### src/rtl/cv32e40p_apu_core_pkg.sv
// Shared types and constants for the APU dispatch scoreboard.
package cv32e40p_apu_core_pkg;

  // Default register-file write address width for tag entries
  localparam int unsigned APU_WADDR_W = 6;

  // Latency classes reported by the APU for each operation
  localparam logic [1:0] APU_LAT_SINGLE = 2'd0;
  localparam logic [1:0] APU_LAT_TWO    = 2'd1;
  localparam logic [1:0] APU_LAT_MULTI  = 2'd2;

  // One outstanding operation: where its result goes and how long it takes
  typedef struct packed {
    logic [APU_WADDR_W-1:0] waddr;
    logic [1:0]             lat;
  } apu_tag_t;

  // Classes 2 and 3 both count as multicycle
  function automatic logic apu_lat_is_multi(input logic [1:0] lat);
    return (lat >= APU_LAT_MULTI);
  endfunction

endpackage

### src/rtl/cv32e40p_apu_tag_fifo.sv
// In-order tag queue for outstanding APU operations. Exposes every slot and
// its occupancy so the parent can compare against all in-flight destinations.
module cv32e40p_apu_tag_fifo
  import cv32e40p_apu_core_pkg::*;
#(
  parameter int unsigned DEPTH = 2
) (
  input  logic                  clk,
  input  logic                  rst_n,
  input  logic                  push_i,
  input  apu_tag_t              push_data_i,
  input  logic                  pop_i,
  output apu_tag_t              head_o,
  output apu_tag_t [DEPTH-1:0]  entries_o,
  output logic     [DEPTH-1:0]  occupied_o,
  output logic                  empty_o,
  output logic                  full_o
);

  localparam int unsigned PTR_W = (DEPTH > 1) ? $clog2(DEPTH) : 1;
  localparam int unsigned CNT_W = $clog2(DEPTH + 1);
  localparam logic [PTR_W-1:0] PTR_LAST = PTR_W'(DEPTH - 1);
  localparam logic [CNT_W-1:0] CNT_FULL = CNT_W'(DEPTH);

  apu_tag_t [DEPTH-1:0] mem_q;
  logic [PTR_W-1:0]     rd_ptr_q, rd_ptr_d;
  logic [PTR_W-1:0]     wr_ptr_q, wr_ptr_d;
  logic [CNT_W-1:0]     count_q, count_d;
  logic                 do_push, do_pop;

  assign empty_o = (count_q == '0);
  assign full_o  = (count_q == CNT_FULL);

  // A push into a full queue is dropped; a pop of an empty queue is ignored
  assign do_push = push_i & ~full_o;
  assign do_pop  = pop_i & ~empty_o;

  assign head_o    = mem_q[rd_ptr_q];
  assign entries_o = mem_q;

  // Slot gi is live when its distance from the read pointer is below the count
  for (genvar gi = 0; gi < DEPTH; gi++) begin : g_occ
    assign occupied_o[gi] = ((gi >= int'(rd_ptr_q)) ? (gi - int'(rd_ptr_q))
                                                    : (gi + int'(DEPTH) - int'(rd_ptr_q)))
                            < int'(count_q);
  end

  // Next-state pointers wrap modulo DEPTH; simultaneous push/pop holds count
  always_comb begin
    rd_ptr_d = rd_ptr_q;
    wr_ptr_d = wr_ptr_q;
    count_d  = count_q;
    if (do_pop) begin
      rd_ptr_d = (rd_ptr_q == PTR_LAST) ? '0 : rd_ptr_q + 1'b1;
    end
    if (do_push) begin
      wr_ptr_d = (wr_ptr_q == PTR_LAST) ? '0 : wr_ptr_q + 1'b1;
    end
    if (do_push && !do_pop) begin
      count_d = count_q + 1'b1;
    end else if (!do_push && do_pop) begin
      count_d = count_q - 1'b1;
    end
  end

  // Pointer and occupancy state; reset discards every outstanding entry
  always_ff @(posedge clk or negedge rst_n) begin
    if (!rst_n) begin
      rd_ptr_q <= '0;
      wr_ptr_q <= '0;
      count_q  <= '0;
    end else begin
      rd_ptr_q <= rd_ptr_d;
      wr_ptr_q <= wr_ptr_d;
      count_q  <= count_d;
    end
  end

  // Entry storage, cleared so the head outputs are defined while empty
  always_ff @(posedge clk or negedge rst_n) begin
    if (!rst_n) begin
      mem_q <= '0;
    end else if (do_push) begin
      mem_q[wr_ptr_q] <= push_data_i;
    end
  end

endmodule

### src/rtl/cv32e40p_apu_scoreboard.sv
// Dispatch controller between EX and the shared APU: issues requests,
// tracks in-flight destinations, returns result tags and flags hazards.
module cv32e40p_apu_scoreboard
  import cv32e40p_apu_core_pkg::*;
#(
  parameter int unsigned DEPTH   = 2,
  parameter int unsigned WADDR_W = APU_WADDR_W
) (
  input  logic                   clk,
  input  logic                   rst_n,
  input  logic                   enable_i,
  input  logic [1:0]             apu_lat_i,
  input  logic [WADDR_W-1:0]     apu_waddr_i,
  input  logic                   is_decoding_i,
  input  logic [3*WADDR_W-1:0]   read_regs_i,
  input  logic [2:0]             read_regs_valid_i,
  input  logic [2*WADDR_W-1:0]   write_regs_i,
  input  logic [1:0]             write_regs_valid_i,
  output logic                   apu_req_o,
  input  logic                   apu_gnt_i,
  input  logic                   apu_rvalid_i,
  output logic                   apu_valid_o,
  output logic [WADDR_W-1:0]     apu_waddr_o,
  output logic                   apu_singlecycle_o,
  output logic                   apu_multicycle_o,
  output logic                   apu_active_o,
  output logic                   apu_stall_o,
  output logic                   read_dep_o,
  output logic                   write_dep_o,
  output logic                   perf_type_o,
  output logic                   perf_cont_o
);

  apu_tag_t             push_data;
  apu_tag_t             head;
  apu_tag_t [DEPTH-1:0] entries;
  logic     [DEPTH-1:0] occupied;
  logic                 empty, full;
  logic                 push, pop;
  logic                 raw_hit, waw_hit;

  assign push_data.waddr = APU_WADDR_W'(apu_waddr_i);
  assign push_data.lat   = apu_lat_i;

  cv32e40p_apu_tag_fifo #(
    .DEPTH (DEPTH)
  ) u_tag_fifo (
    .clk         (clk),
    .rst_n       (rst_n),
    .push_i      (push),
    .push_data_i (push_data),
    .pop_i       (pop),
    .head_o      (head),
    .entries_o   (entries),
    .occupied_o  (occupied),
    .empty_o     (empty),
    .full_o      (full)
  );

  // Compare every valid ID register against every live slot. A slot being
  // popped this cycle is still live, which keeps the check conservative.
  always_comb begin
    raw_hit = 1'b0;
    waw_hit = 1'b0;
    for (int e = 0; e < int'(DEPTH); e++) begin
      for (int r = 0; r < 3; r++) begin
        if (occupied[e] && read_regs_valid_i[r] &&
            (read_regs_i[r*WADDR_W +: WADDR_W] == WADDR_W'(entries[e].waddr))) begin
          raw_hit = 1'b1;
        end
      end
      for (int w = 0; w < 2; w++) begin
        if (occupied[e] && write_regs_valid_i[w] &&
            (write_regs_i[w*WADDR_W +: WADDR_W] == WADDR_W'(entries[e].waddr))) begin
          waw_hit = 1'b1;
        end
      end
    end
  end

  assign read_dep_o  = is_decoding_i & raw_hit;
  assign write_dep_o = is_decoding_i & waw_hit;

  // Request depends only on registered occupancy and hazards, never on the
  // grant, so it stays stable until accepted
  assign apu_req_o   = enable_i & ~full & ~read_dep_o & ~write_dep_o;
  assign push        = apu_req_o & apu_gnt_i;
  assign pop         = apu_rvalid_i & ~empty;

  assign apu_stall_o = enable_i & ~push;
  assign perf_type_o = enable_i & (read_dep_o | write_dep_o);
  assign perf_cont_o = apu_stall_o & ~perf_type_o;

  // Result tag comes straight from the head entry, zero latency from rvalid
  assign apu_valid_o       = pop;
  assign apu_waddr_o       = WADDR_W'(head.waddr);
  assign apu_singlecycle_o = (head.lat == APU_LAT_SINGLE);
  assign apu_multicycle_o  = apu_lat_is_multi(head.lat);
  assign apu_active_o      = ~empty;

endmodule

### config.mk
export PLATFORM = sky130hd
export DESIGN_NAME = cv32e40p_apu_scoreboard
export DESIGN_NICKNAME = d
export VERILOG_FILES = /design/src/rtl/cv32e40p_apu_core_pkg.sv /design/src/rtl/cv32e40p_apu_tag_fifo.sv /design/src/rtl/cv32e40p_apu_scoreboard.sv
export SDC_FILE = /design/constraint.sdc
export NUM_CORES = 1
export LEC_CHECK = 0
export CORE_ASPECT_RATIO = 0.75
export CORE_MARGIN = 3
export CORE_UTILIZATION = 45
export CTS_CLUSTER_DIAMETER = 40
export DETAILED_ROUTE_END_ITERATION = 7
export DONT_BUFFER_PORTS = 1
export GPL_TIMING_DRIVEN = 0
export SYNTH_ARGS = -nofsm -noshare
export SYNTH_HDL_FRONTEND = slang
export SYNTH_SLANG_ARGS = --single-unit
### constraint.sdc
create_clock -name clk -period 7.85 [get_ports clk]
set_input_delay 2.355 -clock clk [delete_from_list [all_inputs] [get_ports clk]]
set_output_delay 2.355 -clock clk [all_outputs]
set_load 0.01 [all_outputs]
==> summary.md, run 1 <==
| Metric | Value |
|---|---|
| CP required | 5.50 ns |
| Share of cells above drive strength 1 | 25.42% |
| Multi-input logic area | 1232 um2 |
| Initial drt markers | 34 |
| Inserted Clock Buffers | 3 |
| Slew margin rel. | 55.69% |
| Setup repair bufs after CTS | 0 |
| Clk network pwr share | 10.0% |
| Layout net count | 228 |
| Nature of the critical path endpoint | output pin |
| Leak Pwr | 0.7879 nW |
| First-pass detailed-route iteration total | 4 |
| Post-Syn Area | 1858 um2 |
| Max Transition Viols Final | 0 |
| Fmax | 161.5 MHz |
| Setup Skew | 0.006910 ns |
| Initial Utilization | 48.85% |
| Root buffer cell | clkbuf_8 |
| Data arrival, critical path | 3.84 ns |
| Post-synth net total | 223 |
| Largest net degree at the start of global routing | 21 |
| Sw Share | 40.97% |
| FF/Latch Area | 500.5 um2 |
| Routed WL | 4585 um |
| Register area share after synthesis | 26.94% |
| Die W | 80.20 um |
| Fillers | 342 |
| Min-delay worst type | register to register |
| Worst Tran Pin Value | 0.6625 ns |
| H-Tree Depth | 1 |
| Vias in the first global route | 1415 |
| Final setup fails | 0 |
| Maximum vdd drop | 0.2350 mV |
| Max Root-Sink Buffers | 2 |
| Post-CTS Hold Buffers | 0 |
| Core Region | 3804 um2 |
| Setup TNS | 0 ns |
| Reg clk slew, reported paths | 0.07 ns |
| CP Class | input port to output pin |
| IO buf count | 0 |
| I/O pin total | 65 |
| Clock Latency Late Sink | 0.26 ns |
| Yosys cell types | 30 |
| ANT nets after route | 0 |
| Clock sinks | 20 |
| PD cells | 400.0 nW/um2 |
| Final period util | 78.87% |
| Routability cong. | 0.8704 |
| Core Rows | 19 |
| CTS tree | built |
| Sequential fraction of design power | 23.3% |
| Final worst path period need | 6.191 ns |
| Diode count | 0 |
| Die Ht | 61.65 um |
| NetSw | 0.0003242 W |
| Final Total Pwr | 0.0007914 W |
| Setup crit start kind | input port |
| Max FO, Critical Path | 3 |
| Ys Warns | 0 |
| Initial antenna violation count | 0 |
| Final hold violation count | 0 |
| DRC | 0 |
| Comb power frac | 66.7% |
| Total Die Area | 4944 um2 |
| Total track usage | 19.35% |
| Post-CTS sizing | 0 |
| Via density | 5.821 |
| Area Overhead vs Synth | 6.465% |
| Yosys reg bits | 20 |
| Gate Count Post-Synth | 173 |
| Avg Inst Size Synth | 10.74 um2 |
| Drt wl/cell | 20.02 um |
| First-pass GRT wire length | 7044 um |
| Outcome | finished clean |
| Congestion Overflow GR | 0 |
| Unrepaired setup endpoints after global routing | false |
| P_int | 0.0004671 W |
| Via count | 1333 |
| Max-cap violations | 0 |
## worst max-delay path: stages
cell and delay, ns:
xnor2_1 0.13, nand4_1 0.11, nor4_1 0.50, o311ai_4 0.17
nand2_1 0.18, nor2_1 0.09, a31oi_1 0.29
## state kept, by name (all words and copies together), names as in the netlist
| signal | count |
|---|---|
| u_tag_fifo.rd_ptr_q | 1 |
| u_tag_fifo.count_q | 2 |
| u_tag_fifo.wr_ptr_q | 1 |
| u_tag_fifo.entries_o | 16 |
## cells in the final DEF, fill, tap and decap left out
cell,n
mux2_2,7
nor3_1,2
inv_1,4
nand3_1,3
clkbuf_8,4
ha_1,1
a211oi_1,2
clkbuf_1,1
mux2_4,16
and3_1,1
a31oi_1,1
nor2_1,4
nor3_4,2
or2_2,1
a21o_1,1
nand4_4,1
buf_2,1
nand4_1,10
nand2b_1,1
buf_6,5
o31ai_2,1
o21ai_1,2
nor2b_1,2
nand2_1,3
o311ai_4,1
o21ai_0,1
xnor2_1,37
xor2_1,28
dfrtp_1,20
buf_4,6
nor4_1,8
## layout make-up
class / instances / area share [%]
multi-input cells: 136 / 62.30
flip-flops and latches: 20 / 25.30
plain buffers: 13 / 5.566
well taps: 52 / 3.289
clock buffers: 4 / 2.783
inverters: 4 / 0.7590
## path summary, 6_finish.rpt
check | start | end | slack [ns] | depth (start not counted)
hold / removal | u_tag_fifo.entries_o[1] | u_tag_fifo.entries_o[1] | 0.51 | 1
setup reg to reg | u_tag_fifo.entries_o[6] | u_tag_fifo.entries_o[9] | 5.34 | 8
max in group asynchronous | rst_n | u_tag_fifo.count_q[1] | 5.99 | 0
hold reg to reg | u_tag_fifo.entries_o[1] | u_tag_fifo.entries_o[1] | 0.51 | 1
min in group asynchronous | rst_n | u_tag_fifo.entries_o[14] | 1.78 | 0
setup / recovery | read_regs_i[3] | apu_stall_o | 1.66 | 7
## synth_stat cells
| cell type | n | area share, % |
|---|---|---|
| a211oi_1 | 2 | 0.81 |
| a21o_1 | 1 | 0.40 |
| a31oi_1 | 1 | 0.34 |
| and3_1 | 1 | 0.34 |
| buf_2 | 1 | 0.27 |
| buf_4 | 6 | 2.4 |
| buf_6 | 5 | 3.0 |
| clkbuf_1 | 1 | 0.20 |
| dfrtp_1 | 20 | 27 |
| ha_1 | 1 | 0.67 |
| inv_1 | 4 | 0.81 |
| mux2_2 | 7 | 4.2 |
| mux2_4 | 16 | 13 |
| nand2_1 | 3 | 0.61 |
| nand2b_1 | 1 | 0.34 |
| nand3_1 | 3 | 0.81 |
| nand4_1 | 10 | 3.4 |
| nand4_4 | 1 | 1.1 |
| nor2_1 | 4 | 0.81 |
| nor2b_1 | 2 | 0.67 |
| nor3_1 | 2 | 0.54 |
| nor3_4 | 2 | 1.8 |
| nor4_1 | 8 | 2.7 |
| o21ai_0 | 1 | 0.27 |
| o21ai_1 | 2 | 0.54 |
| o311ai_4 | 1 | 1.4 |
| o31ai_2 | 1 | 0.67 |
| or2_2 | 1 | 0.34 |
| xnor2_1 | 37 | 17 |
| xor2_1 | 28 | 13 |
## stage by stage
step / hold WS [ns] / worst slack [ns] / instance area [um2] / cells / util (%)
after floorplan: 0.4739 / 1.907 / 1858 / 173 / -
after global placement: 0.4878 / 1.688 / 1923 / 225 / 50.56
after detailed placement: 0.4901 / 1.643 / 1923 / 225 / 50.56
after CTS: 0.5162 / 1.643 / 1978 / 229 / 52.01
after global routing: 0.5256 / 1.522 / 1978 / 229 / 52.01
final: 0.5134 / 1.659 / 1978 / 229 / 52.01
## layer usage
| layer | vias up | share of wire, % | global-route usage, % |
|---|---|---|---|
| li1 | 603 | - | - |
| met1 | 658 | 42 | 23.57 |
| met2 | 61 | 46 | 32.67 |
| met3 | 11 | 9.9 | 5.117 |
| met4 | 0 | 2.0 | 8.916 |
| met5 | - | 0 | 0 |
## power by group through the flow
stage               combinational [W]  clock (W)  sequential (W)
global route                 0.000569  0.0000833        0.000191
finish                       0.000528  0.0000793        0.000184
detailed placement           0.000528          0        0.000186
global placement             0.000510          0        0.000184
CTS                          0.000530  0.0000810        0.000185
floorplan                    0.000448          0        0.000180
## logic make-up after synthesis
kind of cell / after synthesis / share of synthesized area [%]
fa+ha+maj: 1 / 0.6733
xor+xnor: 65 / 30.64
flops: 20 / 26.94
mux: 23 / 17.17
simple gates: 38 / 13.40
buf+inv: 17 / 6.733
compound gates: 9 / 4.444
Note: power is estimated with default switching activity, not from simulation.
==> inputs of run 2 (changes only) <==
==> constraint.sdc (replaced) <==
create_clock -name clk -period 5.1 [get_ports clk]
set_input_delay 1.53 -clock clk [delete_from_list [all_inputs] [get_ports clk]]
set_output_delay 1.53 -clock clk [all_outputs]
set_load 0.01 [all_outputs]
==> results of run 2 <==
Same layout as run 1 (identical final DEF). Status: finished clean.
Main changes from that run: setup slack after placement 1.643 ns -> 0.5435 ns; setup slack after layout 1.659 ns -> 0.5589 ns; register-to-register setup slack 5.34 ns -> 2.59 ns; total power 0.0007914 W -> 0.001218 W; worst IR drop on VDD 0.2350 mV -> 0.3616 mV
==> inputs of run 3 (changes only) <==
--- a/config.mk
+++ b/config.mk
@@ -12,6 +12,7 @@
 export DETAILED_ROUTE_END_ITERATION = 7
 export DONT_BUFFER_PORTS = 1
 export GPL_TIMING_DRIVEN = 0
+export SKIP_CTS_REPAIR_TIMING = 1
 export SYNTH_ARGS = -nofsm -noshare
 export SYNTH_HDL_FRONTEND = slang
 export SYNTH_SLANG_ARGS = --single-unit
==> results of run 3 <==
Same layout as run 1 (identical final DEF). Status: finished clean.
Main changes from that run: setup slack after placement 1.643 ns -> 0.5435 ns; setup slack after layout 1.659 ns -> 0.5589 ns; register-to-register setup slack 5.34 ns -> 2.59 ns; total power 0.0007914 W -> 0.001218 W; worst IR drop on VDD 0.2350 mV -> 0.3616 mV
